### src/rtl/fp_pkg.sv
// Shared definitions for the single-precision add/sub datapath.
// Contents: IEEE-754 field widths, bias and quiet-NaN constant, FSM state type,
// field-split record and helper.
package fp_pkg;

    localparam int unsigned EXP_W  = 8;
    localparam int unsigned FRAC_W = 23;
    localparam int unsigned BIAS   = 127;
    localparam logic [31:0] QNAN   = 32'h7FC0_0000;

    typedef enum logic [2:0] {
        StIdle,
        StAlign,
        StAdd,
        StNorm,
        StPack,
        StDone
    } state_e;

    typedef struct packed {
        logic              sign;
        logic [EXP_W-1:0]  exp;
        logic [FRAC_W-1:0] frac;
    } fp_fields_t;

    function automatic fp_fields_t fp_split(input logic [31:0] v);
        fp_fields_t f;
        f.sign = v[31];
        f.exp  = v[30:23];
        f.frac = v[22:0];
        return f;
    endfunction

endpackage

### src/rtl/fp_addsub_seq_if.sv
// Operand-pair / result handshake bundle for the sequential add/sub unit.
// master: drives in_valid, para1, para2, op, out_ready; observes in_ready and results.
// slave : the execution unit (drives in_ready, out_valid, out, under_overflow).
interface fp_addsub_seq_if;

    logic        in_valid;
    logic        in_ready;
    logic [31:0] para1;
    logic [31:0] para2;
    logic        op;
    logic        out_valid;
    logic        out_ready;
    logic [31:0] out;
    logic        under_overflow;

    modport master (
        output in_valid, para1, para2, op, out_ready,
        input  in_ready, out_valid, out, under_overflow
    );

    modport slave (
        input  in_valid, para1, para2, op, out_ready,
        output in_ready, out_valid, out, under_overflow
    );

endinterface

### src/rtl/fp_lzc.sv
// Combinational leading-zero counter (priority encoder on the highest set bit).
// value_i : vector to scan, MSB first
// count_o : number of zeros above the highest set bit; WIDTH when value_i is zero
module fp_lzc #(
    parameter int unsigned WIDTH = 27,
    parameter int unsigned CNT_W = $clog2(WIDTH + 1)
) (
    input  logic [WIDTH-1:0] value_i,
    output logic [CNT_W-1:0] count_o
);

    // Scanning upward lets the highest set bit win the last assignment.
    always_comb begin
        count_o = CNT_W'(WIDTH);
        for (int i = 0; i < WIDTH; i++) begin
            if (value_i[i]) count_o = CNT_W'(WIDTH - 1 - i);
        end
    end

endmodule

### src/rtl/fp_addsub_seq.sv
// Multi-cycle IEEE-754 single-precision add/subtract, round toward zero.
// clk, rst : clock and synchronous active-high reset
// bus_io   : slave side of fp_addsub_seq_if (operand pair in, result + exception flag out)
// One pair in flight: IDLE -> ALIGN -> ADD -> NORM -> PACK -> DONE -> IDLE.
module fp_addsub_seq
    import fp_pkg::*;
#(
    parameter int unsigned GUARD_BITS   = 3,
    parameter bit          FLUSH_DENORM = 1'b1
) (
    input logic            clk,
    input logic            rst,
    fp_addsub_seq_if.slave bus_io
);

    localparam int unsigned MAN_W = FRAC_W + 1 + GUARD_BITS;
    localparam int unsigned SUM_W = MAN_W + 1;
    localparam int unsigned CNT_W = $clog2(MAN_W + 1);

    state_e           state_q, state_d;
    logic             accept;
    logic [31:0]      a_q, b_q;
    logic             special_q, sign_q, eff_sub_q, zero_q;
    logic [9:0]       exp_q;  // two's complement; bit 9 set means below zero
    logic [MAN_W-1:0] man_l_q, man_s_q, norm_man_q;
    logic [SUM_W-1:0] sum_q;
    logic [31:0]      out_q;
    logic             uo_q;

    fp_fields_t       fa, fb;
    logic             a_zero, b_zero, swap;
    logic [EXP_W-1:0] ea, eb, exp_l, exp_s, exp_diff;
    logic [MAN_W-1:0] man_a, man_b, man_sel_s, man_s_shift;
    logic [CNT_W-1:0] lzc_cnt;
    logic [31:0]      pack_out;
    logic             pack_uo;
    logic             unused_man;

    assign accept = bus_io.in_valid && bus_io.in_ready;

    always_comb begin
        bus_io.in_ready       = (state_q == StIdle) && !rst;
        bus_io.out_valid      = (state_q == StDone);
        bus_io.out            = out_q;
        bus_io.under_overflow = uo_q;
    end

    always_ff @(posedge clk) begin
        if (rst) state_q <= StIdle;
        else     state_q <= state_d;
    end

    always_comb begin
        state_d = state_q;
        unique case (state_q)
            StIdle:  if (accept) state_d = StAlign;
            StAlign: state_d = StAdd;
            StAdd:   state_d = StNorm;
            StNorm:  state_d = StPack;
            StPack:  state_d = StDone;
            StDone:  if (bus_io.out_ready) state_d = StIdle;
            default: state_d = StIdle;
        endcase
    end

    // Alignment: exponent-0 operands become zeros when flushing; otherwise they take
    // effective exponent 1 with no hidden bit.
    always_comb begin
        fa          = fp_split(a_q);
        fb          = fp_split(b_q);
        a_zero      = FLUSH_DENORM && (fa.exp == '0);
        b_zero      = FLUSH_DENORM && (fb.exp == '0);
        ea          = (fa.exp == '0) ? EXP_W'(1) : fa.exp;
        eb          = (fb.exp == '0) ? EXP_W'(1) : fb.exp;
        man_a       = a_zero ? '0 : {fa.exp != '0, fa.frac, {GUARD_BITS{1'b0}}};
        man_b       = b_zero ? '0 : {fb.exp != '0, fb.frac, {GUARD_BITS{1'b0}}};
        // Exponent:fraction ordering equals magnitude ordering.
        swap        = (b_zero ? 31'b0 : b_q[30:0]) > (a_zero ? 31'b0 : a_q[30:0]);
        exp_l       = swap ? eb : ea;
        exp_s       = swap ? ea : eb;
        man_sel_s   = swap ? man_a : man_b;
        exp_diff    = exp_l - exp_s;
        man_s_shift = ({24'b0, exp_diff} >= MAN_W) ? '0 : (man_sel_s >> exp_diff);
    end

    fp_lzc #(
        .WIDTH(MAN_W),
        .CNT_W(CNT_W)
    ) u_lzc (
        .value_i(sum_q[MAN_W-1:0]),
        .count_o(lzc_cnt)
    );

    always_comb begin
        pack_uo  = 1'b0;
        pack_out = {sign_q, exp_q[7:0], norm_man_q[MAN_W-2 -: FRAC_W]};
        if (special_q) begin
            pack_out = QNAN;
            pack_uo  = 1'b1;
        end else if (zero_q) begin
            // Exact cancellation is +0; only -0 + -0 keeps the sign.
            pack_out = {sign_q & ~eff_sub_q, 31'b0};
        end else if (!exp_q[9] && (exp_q >= 10'(2 * BIAS + 1))) begin
            pack_out = {sign_q, 8'hFF, 23'b0};
            pack_uo  = 1'b1;
        end else if (exp_q[9] || (exp_q == '0)) begin
            pack_out = {sign_q, 31'b0};
            pack_uo  = 1'b1;
        end
    end

    // Hidden bit and guard bits are dropped at pack (truncation).
    assign unused_man = ^{norm_man_q[MAN_W-1], norm_man_q[GUARD_BITS-1:0]};

    always_ff @(posedge clk) begin
        if (rst) begin
            a_q        <= '0;
            b_q        <= '0;
            special_q  <= 1'b0;
            sign_q     <= 1'b0;
            eff_sub_q  <= 1'b0;
            zero_q     <= 1'b0;
            exp_q      <= '0;
            man_l_q    <= '0;
            man_s_q    <= '0;
            norm_man_q <= '0;
            sum_q      <= '0;
            out_q      <= '0;
            uo_q       <= 1'b0;
        end else begin
            unique case (state_q)
                StIdle: begin
                    if (accept) begin
                        a_q <= bus_io.para1;
                        b_q <= {bus_io.para2[31] ^ bus_io.op, bus_io.para2[30:0]};
                    end
                end
                StAlign: begin
                    special_q <= (fa.exp == 8'hFF) || (fb.exp == 8'hFF);
                    sign_q    <= swap ? fb.sign : fa.sign;
                    eff_sub_q <= fa.sign ^ fb.sign;
                    exp_q     <= {2'b00, exp_l};
                    man_l_q   <= swap ? man_b : man_a;
                    man_s_q   <= man_s_shift;
                end
                StAdd: begin
                    sum_q <= eff_sub_q ? ({1'b0, man_l_q} - {1'b0, man_s_q})
                                       : ({1'b0, man_l_q} + {1'b0, man_s_q});
                end
                StNorm: begin
                    zero_q <= (sum_q == '0);
                    if (sum_q[SUM_W-1]) begin
                        norm_man_q <= sum_q[SUM_W-1:1];
                        exp_q      <= exp_q + 10'd1;
                    end else begin
                        norm_man_q <= sum_q[MAN_W-1:0] << lzc_cnt;
                        exp_q      <= exp_q - {{(10 - CNT_W){1'b0}}, lzc_cnt};
                    end
                end
                StPack: begin
                    out_q <= pack_out;
                    uo_q  <= pack_uo;
                end
                default: ;
            endcase
        end
    end

endmodule

### src/flat_wrapper.sv
// flat-port wrapper written by rule: the top's interface ports become plain ports
module fp_addsub_seq_flat import fp_pkg::*;
#(
    parameter int unsigned GUARD_BITS   = 3,
    parameter bit          FLUSH_DENORM = 1'b1
)
  (clk, rst, bus_io_in_valid, bus_io_para1, bus_io_para2, bus_io_op, bus_io_out_ready, bus_io_in_ready, bus_io_out_valid, bus_io_out, bus_io_under_overflow);
  fp_addsub_seq_if bus_io_i ();
  input logic clk;
  input logic rst;
  input wire logic [$bits(bus_io_i.in_valid)-1:0] bus_io_in_valid;
  input wire logic [$bits(bus_io_i.para1)-1:0] bus_io_para1;
  input wire logic [$bits(bus_io_i.para2)-1:0] bus_io_para2;
  input wire logic [$bits(bus_io_i.op)-1:0] bus_io_op;
  input wire logic [$bits(bus_io_i.out_ready)-1:0] bus_io_out_ready;
  output wire logic [$bits(bus_io_i.in_ready)-1:0] bus_io_in_ready;
  output wire logic [$bits(bus_io_i.out_valid)-1:0] bus_io_out_valid;
  output wire logic [$bits(bus_io_i.out)-1:0] bus_io_out;
  output wire logic [$bits(bus_io_i.under_overflow)-1:0] bus_io_under_overflow;
  assign bus_io_i.in_valid = bus_io_in_valid;
  assign bus_io_i.para1 = bus_io_para1;
  assign bus_io_i.para2 = bus_io_para2;
  assign bus_io_i.op = bus_io_op;
  assign bus_io_i.out_ready = bus_io_out_ready;
  assign bus_io_in_ready = bus_io_i.in_ready;
  assign bus_io_out_valid = bus_io_i.out_valid;
  assign bus_io_out = bus_io_i.out;
  assign bus_io_under_overflow = bus_io_i.under_overflow;
  fp_addsub_seq #(.GUARD_BITS(GUARD_BITS), .FLUSH_DENORM(FLUSH_DENORM)) u_core (.clk(clk), .rst(rst), .bus_io(bus_io_i));
endmodule
### config.mk
export PLATFORM = sky130hd
export DESIGN_NAME = fp_addsub_seq_flat
export DESIGN_NICKNAME = d
export VERILOG_FILES = /design/src/rtl/fp_pkg.sv /design/src/rtl/fp_addsub_seq_if.sv /design/src/rtl/fp_lzc.sv /design/src/rtl/fp_addsub_seq.sv /design/src/flat_wrapper.sv
export SDC_FILE = /design/constraint.sdc
export NUM_CORES = 1
export LEC_CHECK = 0
export BUFFER_PORTS_ARGS = -buffer_cell sky130_fd_sc_hd__buf_2
export CAP_MARGIN = 10
export CORE_ASPECT_RATIO = 1.2
export CORE_MARGIN = 10
export CORE_UTILIZATION = 45
export CTS_CLUSTER_DIAMETER = 120
export DETAILED_ROUTE_END_ITERATION = 7
export SYNTH_ARGS = -nofsm -noshare
export SYNTH_HDL_FRONTEND = slang
export SYNTH_SLANG_ARGS = --single-unit
### constraint.sdc
create_clock -name clk -period 6.27 [get_ports clk]
set_clock_uncertainty 0.2 [all_clocks]
set_input_delay 0.627 -clock clk [delete_from_list [all_inputs] [get_ports clk]]
set_output_delay 0.627 -clock clk [all_outputs]
set_load 0.01 [all_outputs]
==> flow_metrics.py, run 1 <==
metrics = {
    "status": {
        "status": "completed",
    },
    "pwr": {
        "p_leak_nw": 6.83,
        "powerDensity_nw_per_um2": 584,
        "ir_drop_v": 0.000449,
    },
    "logic_synthesis": {
        "synthArstFlopShare": 0,
        "syn_area_per_cell_um2": 7.56,
        "synth_cell_types": 87,
        "syn_area_um2": 15300,
        "synth-seq-cells": 216,
        "ys_warn_count": 0,
        "synth-seq-area-share": 0.283,
        "ys.flop_type": "dfxtp_1",
        "syn_nets": 2158,
        "syn_inst": 2019,
        "synth_edf_count": 0,
    },
    "grt": {
        "grtUsageTotal": 0.230,
        "grt_pass1_wl_um": 79400,
        "grt_max_degree": 77,
        "gr-total-overflow": 0,
        "antenna_found_initial": 1,
        "grt_pass1_vias": 14559,
    },
    "worst_setup_path": {
        "start_kind": "flip-flop",
        "r2r-start": "u_core.b_q[27]",
        "arrival_ns": 5.95,
        "critPathRequiredTime_ns": 6.50,
        "end_kind": "flip-flop",
        "cp_num_cells": 21,
        "reg2reg_depth": 21,
        "crit_top_cell": "mux2i_1",
        "crit_fanout": 31,
        "critPathMaxStageDelay_ns": 0.57,
        "cp_slowest_cell": "mux4_2",
        "path_cells": "nor4_2, nand2_1, buf_4, nand2_1, inv_1, ha_1, a21o_1, a21oi_1, a221oi_4, o21a_1, nand2_2, nor3_1, a21oi_1, ha_1, buf_12, mux4_2, mux2i_1, mux2i_1, mux2i_1, a32oi_1, o31ai_1",
        "rrSetupSlack_ns": 0.55,
        "critical_path_class": "reg2reg",
        "crit_buf_inv": 3,
        "rr_endpoint": "u_core.man_s_q[0]",
        "cp_top_family": "compound AO/OA/AOI/OAI gates",
    },
    "sta": {
        "hold_violations": 0,
        "tightest_slew_ns": 1.05,
        "fmax_ghz": 0.175,
        "setup_violations": 0,
        "rsz0062_at_grt": "no",
        "holdWs_ns": 0.0558,
        "tns_ns": 0,
        "final_max_slew_viol_count": 0,
        "relSlewSlack": 0.298,
        "finalCritPeriodShare": 0.912,
        "finalCriticalPeriod_ns": 5.72,
    },
    "job": {
        "drv_cap": 0,
    },
    "floorplan": {
        "coreArea_um2": 33300,
        "fp.dieW_um": 188,
        "dieArea_um2": 41700,
        "pin_count": 104,
        "rows": 73,
        "die_h_um": 222,
        "start_util": 0.458,
    },
    "routing": {
        "vias": 14939,
        "vias_per_cell": 5.96,
        "drc": 0,
        "drt_iter0_drc": 866,
        "dr.pass1.iters": 7,
        "wl_um": 49700,
        "wl_per_cell_um": 19.8,
        "ant_nets": 0,
    },
    "clock_network": {
        "cts.clk_slew.worst_paths_ns": 0.06,
        "clkLatencyLatePin_ns": 0.55,
        "clockRootBuffer": "clkbuf_16",
        "htree_levels": 1,
        "cts_tree": "built",
        "cts_buffers": 25,
        "cts_buffer_depth": 3,
        "cts.sink_count": 216,
        "postCtsHoldBufs": 0,
    },
    "cells_and_area": {
        "most-common-layout-cells": "317 x nand2_1, 216 x dfxtp_1, 213 x nor2_1",
        "nets": 2179,
        "drive_above_1_share": 0.126,
        "n_antenna_cell": 0,
        "area_growth_pct": 11.4,
        "fin_util": 0.510,
        "layout_commonest_cell": "nand2_1",
    },
    "worst_hold_path": {
        "worstHoldStart": "bus_io_para1[13]",
        "worstHoldPathType": "in2reg",
        "min_to": "u_core.a_q[13]",
        "hold_depth": 3,
    },
    "placed_design": {
        "routabilityCongestion": 0.970,
        "portBuffers": 103,
        "dp_hpwl_um": 38100,
    },
}
==> cell usage after synthesis (all sizes together), types with 31 or more instances <==
library cell,n,area share
a211oi,57,0.030
a21oi,152,0.050
nor2,216,0.054
dfxtp,216,0.28
nand2,320,0.079
o21ai,112,0.037
nand3b,68,0.033
inv,65,0.016
nor3,45,0.015
a22oi,31,0.015
xnor2,49,0.028
ha,69,0.057
clkbuf,118,0.029
mux2i,45,0.030
nand3,49,0.016
o211ai,33,0.018
==> layout make-up <==
type	instances	area [um^2]
multi-input cells	1589	10100
clock buffers	29	661
inverters	66	248
well taps	450	563
clock inverters	15	225
flip-flops and latches	216	4320
repair buffers	142	861
fillers	3344	16300
==> cells by family after synthesis <==
group	share of synthesized area
AO/OA/AOI/OAI	0.231
multiplexers	0.0753
XOR/XNOR	0.0350
buffers and inverters	0.0561
AND/OR/NAND/NOR	0.261
flip-flops	0.283
adder cells (fa/ha/maj)	0.0579
==> per-stage QoR <==
stage	instances	worst slack [ns]	instance area [um^2]	power, mW
after floorplan	2019	0.0125	15300	6.48
after global placement	2461	0.356	16100	8.27
after CTS	2505	0.291	17000	9.88
final	2507	0.551	17000	9.92
after global routing	2507	0.106	17000	10.6
after detailed placement	2461	0.335	16100	8.27
==> worst min-delay path, stage by stage <==
cell and delay, ns:
buf_2 0.07, nand2_1 0.04, nand2_1 0.04
==> state kept, by name, indices dropped and copies added (netlist names) <==
name	count
u_core.sign_q	1
u_core.bus_io.under_overflow	1
u_core.exp_q	10
u_core.man_l_q	24
u_core.special_q	1
u_core.eff_sub_q	1
u_core.bus_io.out	32
u_core.norm_man_q	23
u_core.a_q	32
u_core.zero_q	1
u_core.state_q	3
u_core.man_s_q	27
u_core.b_q	32
u_core.sum_q	28
==> power by group <==
| part | internal (mW) | leakage (nW) | total (mW) | switching [mW] |
|---|---|---|---|---|
| combinational | 2.51 | 4.65 | 6.66 | 4.15 |
| sequential | 1.50 | 1.76 | 1.69 | 0.186 |
| clock | 0.963 | 0.421 | 1.57 | 0.611 |
| total | 4.97 | 6.83 | 9.92 | 4.95 |
==> metal layers <==
metal	GRT usage	wire, um	share of wire
met1	0.256	19700	0.40
met2	0.401	24500	0.49
met3	0.0357	2370	0.048
met4	0.141	3190	0.064
met5	0	13	0.00026
==> how the worst max path moves through the flow <==
stage	endpoint	slack, ns	start
after floorplan	u_core.man_s_q[7]	0.01	u_core.b_q[27]
after global placement	u_core.man_s_q[15]	0.36	u_core.b_q[27]
after detailed placement	u_core.man_s_q[14]	0.33	u_core.a_q[23]
after CTS	u_core.man_s_q[14]	0.29	u_core.a_q[23]
after global routing	u_core.man_s_q[0]	0.11	u_core.b_q[27]
final	u_core.man_s_q[0]	0.55	u_core.b_q[27]
==> repair_timing <==
| action | CTS | global route |
|---|---|---|
| resized for setup | 0 | 3 |
| endpoints found under the setup margin | 0 | 18 |
| setup buffers | 0 | 2 |
No activity file was read; power rests on OpenSTA's default activity.
==> run 2: changes to the inputs <==
Settings changed: GPL_ROUTABILITY_DRIVEN set to 1, MAX_ROUTING_LAYER set to met4.
==> run 2 against run 1 <==
  * Worst setup slack worse by 0.16 ns
  * Non-clock buffer count is 1 lower
  * Via count down 0.97%
  * Utilization decreased by 0.42 points
  * Design area down 0.82%
  * Sequential power about the same
  * Critical endpoint is now u_core.man_s_q[8]
==> flow_metrics.py, run 2 (same netlist as run 1, synthesis figures left out) <==
metrics = {
    "status": {
        "status": "completed",
    },
    "routing": {
        "wl_um": 49800,
        "wl_per_cell_um": 19.9,
        "ant_nets": 0,
        "drt-met1-wl_um": 20000,
        "met3_length_um": 1980,
        "top_layer_used": "met4",
        "vias": 14794,
        "drc": 0,
        "dr.pass1.iters": 8,
        "wl_met2_um": 25200,
        "drt_iter0_drc": 1003,
        "vias_per_cell": 5.92,
    },
    "pwr": {
        "internal_power_mw": 4.81,
        "clkPwrFrac": 0.143,
        "seqPwrFrac": 0.174,
        "ir_drop_v": 0.000377,
        "switchingPower_mw": 4.91,
        "p_leak_nw": 6.78,
        "powerDensity_nw_per_um2": 577,
        "pwr-share-comb": 0.684,
        "sw_frac_of_total": 0.505,
    },
    "worst_hold_path": {
        "hold_depth": 3,
        "min_to": "u_core.a_q[15]",
        "worstHoldPathType": "in2reg",
        "worstHoldStart": "bus_io_para1[15]",
    },
    "grt": {
        "grtUsageTotal": 0.237,
        "grt_pass1_wl_um": 79500,
        "antenna_found_initial": 0,
        "gr-total-overflow": 0,
        "grt_max_degree": 81,
        "grt_pass1_vias": 14428,
    },
    "clock_network": {
        "cts_buffer_depth": 3,
        "clockRootBuffer": "clkbuf_16",
        "clkLatencyLatePin_ns": 0.56,
        "cts_buffers": 24,
        "cts.clk_slew.worst_paths_ns": 0.06,
        "htree_levels": 1,
        "cts.sink_count": 216,
        "cts_tree": "built",
    },
    "job": {
        "drv_cap": 0,
    },
    "floorplan": {
        "fp.dieW_um": 188,
        "coreArea_um2": 33300,
        "start_util": 0.458,
        "dieArea_um2": 41700,
        "die_h_um": 222,
        "rows": 73,
        "pin_count": 104,
    },
    "placed_design": {
        "portBuffers": 103,
        "dp_slack_ns": 0.259,
        "dp_hpwl_um": 38200,
        "routabilityCongestion": 0.996,
    },
    "cells_and_area": {
        "nets": 2177,
        "layout_commonest_cell": "nand2_1",
        "drive_above_1_share": 0.123,
        "n_antenna_cell": 0,
        "most-common-layout-cells": "317 x nand2_1, 216 x dfxtp_1, 213 x nor2_1",
        "area_growth_pct": 10.5,
    },
    "sta": {
        "tightest_slew_ns": 1.07,
        "finalCriticalPeriod_ns": 5.88,
        "final_max_slew_viol_count": 0,
        "setup_violations": 0,
        "tns_ns": 0,
        "rsz0062_at_grt": "no",
        "relSlewSlack": 0.285,
        "finalCritPeriodShare": 0.937,
        "layout_setup_ws_ns": 0.394,
        "fmax_ghz": 0.170,
        "hold_violations": 0,
    },
    "worst_setup_path": {
        "arrival_ns": 6.12,
        "crit_fanout": 26,
        "crit_top_cell": "ha_1",
        "rrSetupSlack_ns": 0.39,
        "cp_slowest_cell": "nor4_1",
        "end_kind": "flip-flop",
        "start_kind": "flip-flop",
        "critical_path_class": "reg2reg",
        "reg2reg_depth": 23,
        "critPathRequiredTime_ns": 6.51,
        "cp_top_family": "compound AO/OA/AOI/OAI gates",
        "r2r-start": "u_core.b_q[27]",
        "path_cells": "nor4_1, nand2_1, buf_4, and2_1, ha_1, a21oi_1, o21ai_0, a221oi_1, and4b_1, nor2_8, o31ai_1, ha_1, inv_1, ha_1, o21ai_0, nand2_1, nor3_1, o32ai_1, xor2_1, a41o_4, a21oi_2, nand3_1, o311ai_1",
        "rr_endpoint": "u_core.man_s_q[8]",
        "critPathMaxStageDelay_ns": 0.47,
        "crit_buf_inv": 2,
    },
}
==> run 2: cell count changes in the layout (fill, tap and decap cells not counted), sizes merged <==
cell,delta
inv,-2
buf,-1
bufinv,-4
clkinvlp,-4
clkbuf,+4
==> run 2: worst max path at each step <==
| stage | end | depth (start not counted) | slack [ns] | start |
|---|---|---|---|---|
| final | u_core.man_s_q[8] | 23 | 0.39 | u_core.b_q[27] |
| after global routing | u_core.man_s_q[8] | 23 | 0.04 | u_core.b_q[27] |
| after CTS | u_core.man_s_q[15] | 23 | 0.21 | u_core.b_q[27] |
| after detailed placement | u_core.man_s_q[15] | 23 | 0.26 | u_core.b_q[27] |
| after global placement | u_core.man_s_q[13] | 24 | 0.37 | u_core.b_q[27] |
| after floorplan | u_core.man_s_q[7] | 24 | 0.01 | u_core.b_q[27] |
==> run 2: power groups by stage <==
| stage | Combinational (mW) | Sequential, mW | Clock (mW) |
|---|---|---|---|
| after global routing | 7.26 | 1.70 | 1.47 |
| after CTS | 6.57 | 1.68 | 1.42 |
| after global placement | 6.55 | 1.71 | 0 |
| after detailed placement | 6.54 | 1.71 | 0 |
| after floorplan | 4.87 | 1.61 | 0 |
| final | 6.65 | 1.69 | 1.39 |
==> run 2: cell type report <==
cell class | instances | area [um^2]
inverter | 66 | 248
clock inverter | 5 | 75.1
multi-input combinational | 1589 | 10100
tap | 450 | 563
timing repair buffer | 141 | 841
sequential | 216 | 4320
fill | 3399 | 16500
clock buffer | 33 | 694
==> run 2: what timing repair did <==
action	CTS	global route
endpoints found under the setup margin	0	20
buffers inserted	0	1
hold buffers	0	0
resized for setup	0	2
==> run 2: through the flow <==
stage / cell area [um^2] / power, mW / instances / util / hold WS [ns]
5_1_grt: 16900 / 10.4 / 2500 / 0.506 / 0.0420
6_report: 16900 / 9.73 / 2500 / 0.506 / 0.0502
3_5_place_dp: 16100 / 8.25 / 2461 / 0.482 / 0.249
3_3_place_gp: 16100 / 8.27 / 2461 / 0.482 / 0.239
2_1_floorplan: 15300 / 6.48 / 2019 / - / 0.245
4_1_cts: 16800 / 9.67 / 2499 / 0.505 / 0.0313
==> run 2: routing by layer <==
metal / GRT usage / vias to the layer above
li1: - / 7286
met1: 0.264 / 6960
met2: 0.412 / 416
met3: 0.0264 / 132
met4: 0.117 / 0
met5: - / -
==> run 2: worst register-to-register path, delay by kind of cell, from the launching register on <==
family                     cells  cell delay [ns]
buffers and inverters          2             0.30
DFF                            1             0.37
adders and majority gates      3             0.73
AOI/OAI and AO/OA              9             2.17
xor gates and xnor gates       1             0.17
and+or+nand+nor                8             1.82
==> run 3: changes to the inputs <==
Settings changed: ABC_AREA set to 1, CORE_UTILIZATION 45 to 56, PLACE_DENSITY set to 0.78.
==> run 3 against run 2 <==
  * Design area shrank 3.1%
  * Critical path depth grew 13
  * Fmax grew 4.3%
  * Die area shrank 20%
  * Register-to-register slack gained 0.24 ns
  * Utilization grew 12 points
  * First-iteration DRC count grew 20%
  * Synthesized cell count grew 14%
  * Sequential share of layout area grew 0.81 points
  * Area after synthesis shrank 2.8%
  * Global-route usage grew 6.7 points
  * Hold slack gained 0.019 ns
==> flow_metrics.py, run 3 <==
metrics = {
    "routing": {
        "top_layer_used": "met4",
        "dr.pass1.iters": 5,
        "wl_per_cell_um": 18.9,
        "met3_length_um": 2940,
        "ant_nets": 0,
        "drc": 0,
        "drt_iter0_drc": 1205,
        "drt-met1-wl_um": 19200,
        "vias": 15974,
        "wl_um": 50600,
        "vias_per_cell": 5.95,
        "wl_met2_um": 25900,
    },
    "cells_and_area": {
        "layout_commonest_cell": "nand2_1",
        "nets": 2473,
        "most-common-layout-cells": "507 x nand2_1, 294 x nand3_1, 222 x a21oi_1",
        "fin_area_um2": 16300,
        "area_growth_pct": 10.3,
        "n_antenna_cell": 0,
        "drive_above_1_share": 0.0911,
        "n_fill_cell": 2507,
    },
    "clock_network": {
        "cts_buffer_depth": 3,
        "cts_buffers": 25,
        "cts_tree": "built",
        "htree_levels": 1,
        "cts.sink_count": 216,
        "cts.clk_slew.worst_paths_ns": 0.07,
        "clkLatencyLatePin_ns": 0.56,
        "clockRootBuffer": "clkbuf_16",
        "cts-resized-gates": 0,
        "cts_setup_buffers": 0,
        "postCtsHoldBufs": 0,
    },
    "logic_synthesis": {
        "syn_area_um2": 14800,
        "synth_edf_count": 0,
        "ys_top_cells_by_count": "507 x nand2_1, 294 x nand3_1, 222 x a21oi_1, 222 x inv_1, 216 x dfxtp_1",
        "syn_nets": 2446,
        "synthMuxAreaShare": 0.000675,
        "synth_top_family_by_area": "simple AND/OR/NAND/NOR gates",
        "synth-seq-area-share": 0.292,
        "syn_inst": 2307,
        "synth_top_area_frac": 0.292,
        "synth_compound_area_frac": 0.201,
        "synth_cell_types": 53,
        "synthMostInstantiatedCell": "nand2_1",
        "ys.flop_type": "dfxtp_1",
        "synthArstFlopShare": 0,
        "synthAdderAreaFrac": 0.0596,
        "synth-simple-area-share": 0.313,
        "yosys-top-cells-area": "dfxtp_1 29%, nand2_1 13%, nand3_1 9.9%, a21oi_1 7.5%, o21ai_0 6.0%",
        "ys_warn_count": 0,
        "synth_top_cell_by_area": "dfxtp_1",
        "syn_area_per_cell_um2": 6.43,
        "synth-xor-area-share": 0.0354,
        "synth-seq-cells": 216,
    },
    "floorplan": {
        "die_h_um": 198,
        "fp.dieW_um": 169,
        "pin_count": 104,
        "dieArea_um2": 33400,
        "start_util": 0.566,
        "rows": 65,
        "coreArea_um2": 26200,
    },
    "grt": {
        "gr-total-overflow": 0,
        "grt_max_degree": 91,
        "grt_pass1_vias": 15229,
        "antenna_found_initial": 0,
        "grtUsageTotal": 0.305,
        "grt_pass1_wl_um": 81400,
    },
    "worst_setup_path": {
        "end_kind": "flip-flop",
        "crit_top_cell": "nand2_1",
        "start_kind": "flip-flop",
        "critPathMaxStageDelay_ns": 0.45,
        "reg2reg_depth": 36,
        "arrival_ns": 5.92,
        "critPathRequiredTime_ns": 6.56,
        "crit_fanout": 23,
        "cp_slowest_cell": "inv_1",
        "critical_path_class": "reg2reg",
    },
    "job": {
        "drv_cap": 0,
    },
    "sta": {
        "finalCriticalPeriod_ns": 5.63,
        "final_max_slew_viol_count": 0,
        "setup_violations": 0,
        "fmax_ghz": 0.178,
        "finalCritPeriodShare": 0.898,
        "tns_ns": 0,
        "rsz0062_at_grt": "no",
        "relSlewSlack": 0.224,
        "hold_violations": 0,
        "tightest_slew_ns": 1.15,
    },
    "placed_design": {
        "placed_cell_area_um2": 15500,
        "dp_hpwl_um": 38900,
        "portBuffers": 103,
        "routabilityCongestion": 1.02,
    },
    "worst_hold_path": {
        "worstHoldPathType": "in2reg",
        "hold_depth": 3,
    },
    "status": {
        "status": "completed",
    },
}
[run 3: worst paths after layout]
check	from	slack [ns]	endpoint
setup / recovery	u_core.a_q[24]	0.64	u_core.man_s_q[0]
hold / removal	bus_io_para2[12]	0.07	u_core.b_q[12]
setup reg to reg	u_core.a_q[24]	0.64	u_core.man_s_q[0]
hold reg to reg	u_core.norm_man_q[16]	0.27	u_core.norm_man_q[16]
[run 3: logic make-up (layout without fill, tap and decap cells)]
kind of cell    after synthesis  after routing
simple gates               1054           1054
compound gates              539            539
buf+inv                     370            413
flops                       216            216
fa+ha+maj                    70             70
xor+xnor                     57             57
mux                           1              1
[run 3: layout make-up]
class,instances,area (um^2),area share
clock buffer,32,702,0.0429
clock inverter,11,174,0.0106
inverter,229,872,0.0534
multi-input combinational,1721,9050,0.554
sequential,216,4320,0.265
tap,335,419,0.0256
timing repair buffer,141,803,0.0491
[run 3: layer usage]
metal,vias up,GRT usage
li1,7886,-
met5,-,-
met4,0,0.139
met3,138,0.0397
met2,548,0.550
met1,7402,0.325
[run 3: worst max-delay path, delay by kind of cell, from the launching register on]
kind	cells	cell delay, ns
simple gates	21	2.25
compound gates	3	0.55
fa+ha+maj	3	0.67
buf+inv	9	1.43
flops	1	0.44
[run 3: metrics by stage]
| stage | utilization | setup slack (ns) | cells | hold slack [ns] |
|---|---|---|---|---|
| 3_5_place_dp | 0.591 | 0.826 | 2642 | 0.257 |
| 5_1_grt | 0.624 | 0.180 | 2685 | 0.0868 |
| 4_1_cts | 0.624 | 0.749 | 2685 | 0.0513 |
| 6_report | 0.624 | 0.637 | 2685 | 0.0694 |
| 3_3_place_gp | 0.591 | 0.979 | 2642 | 0.259 |
| 2_1_floorplan | - | 1.28 | 2307 | 0.246 |
Power of run 3 is left out: the tool's default activity adds up to more than one toggle a clock period on the data nets, which glitch-free logic cannot reach.
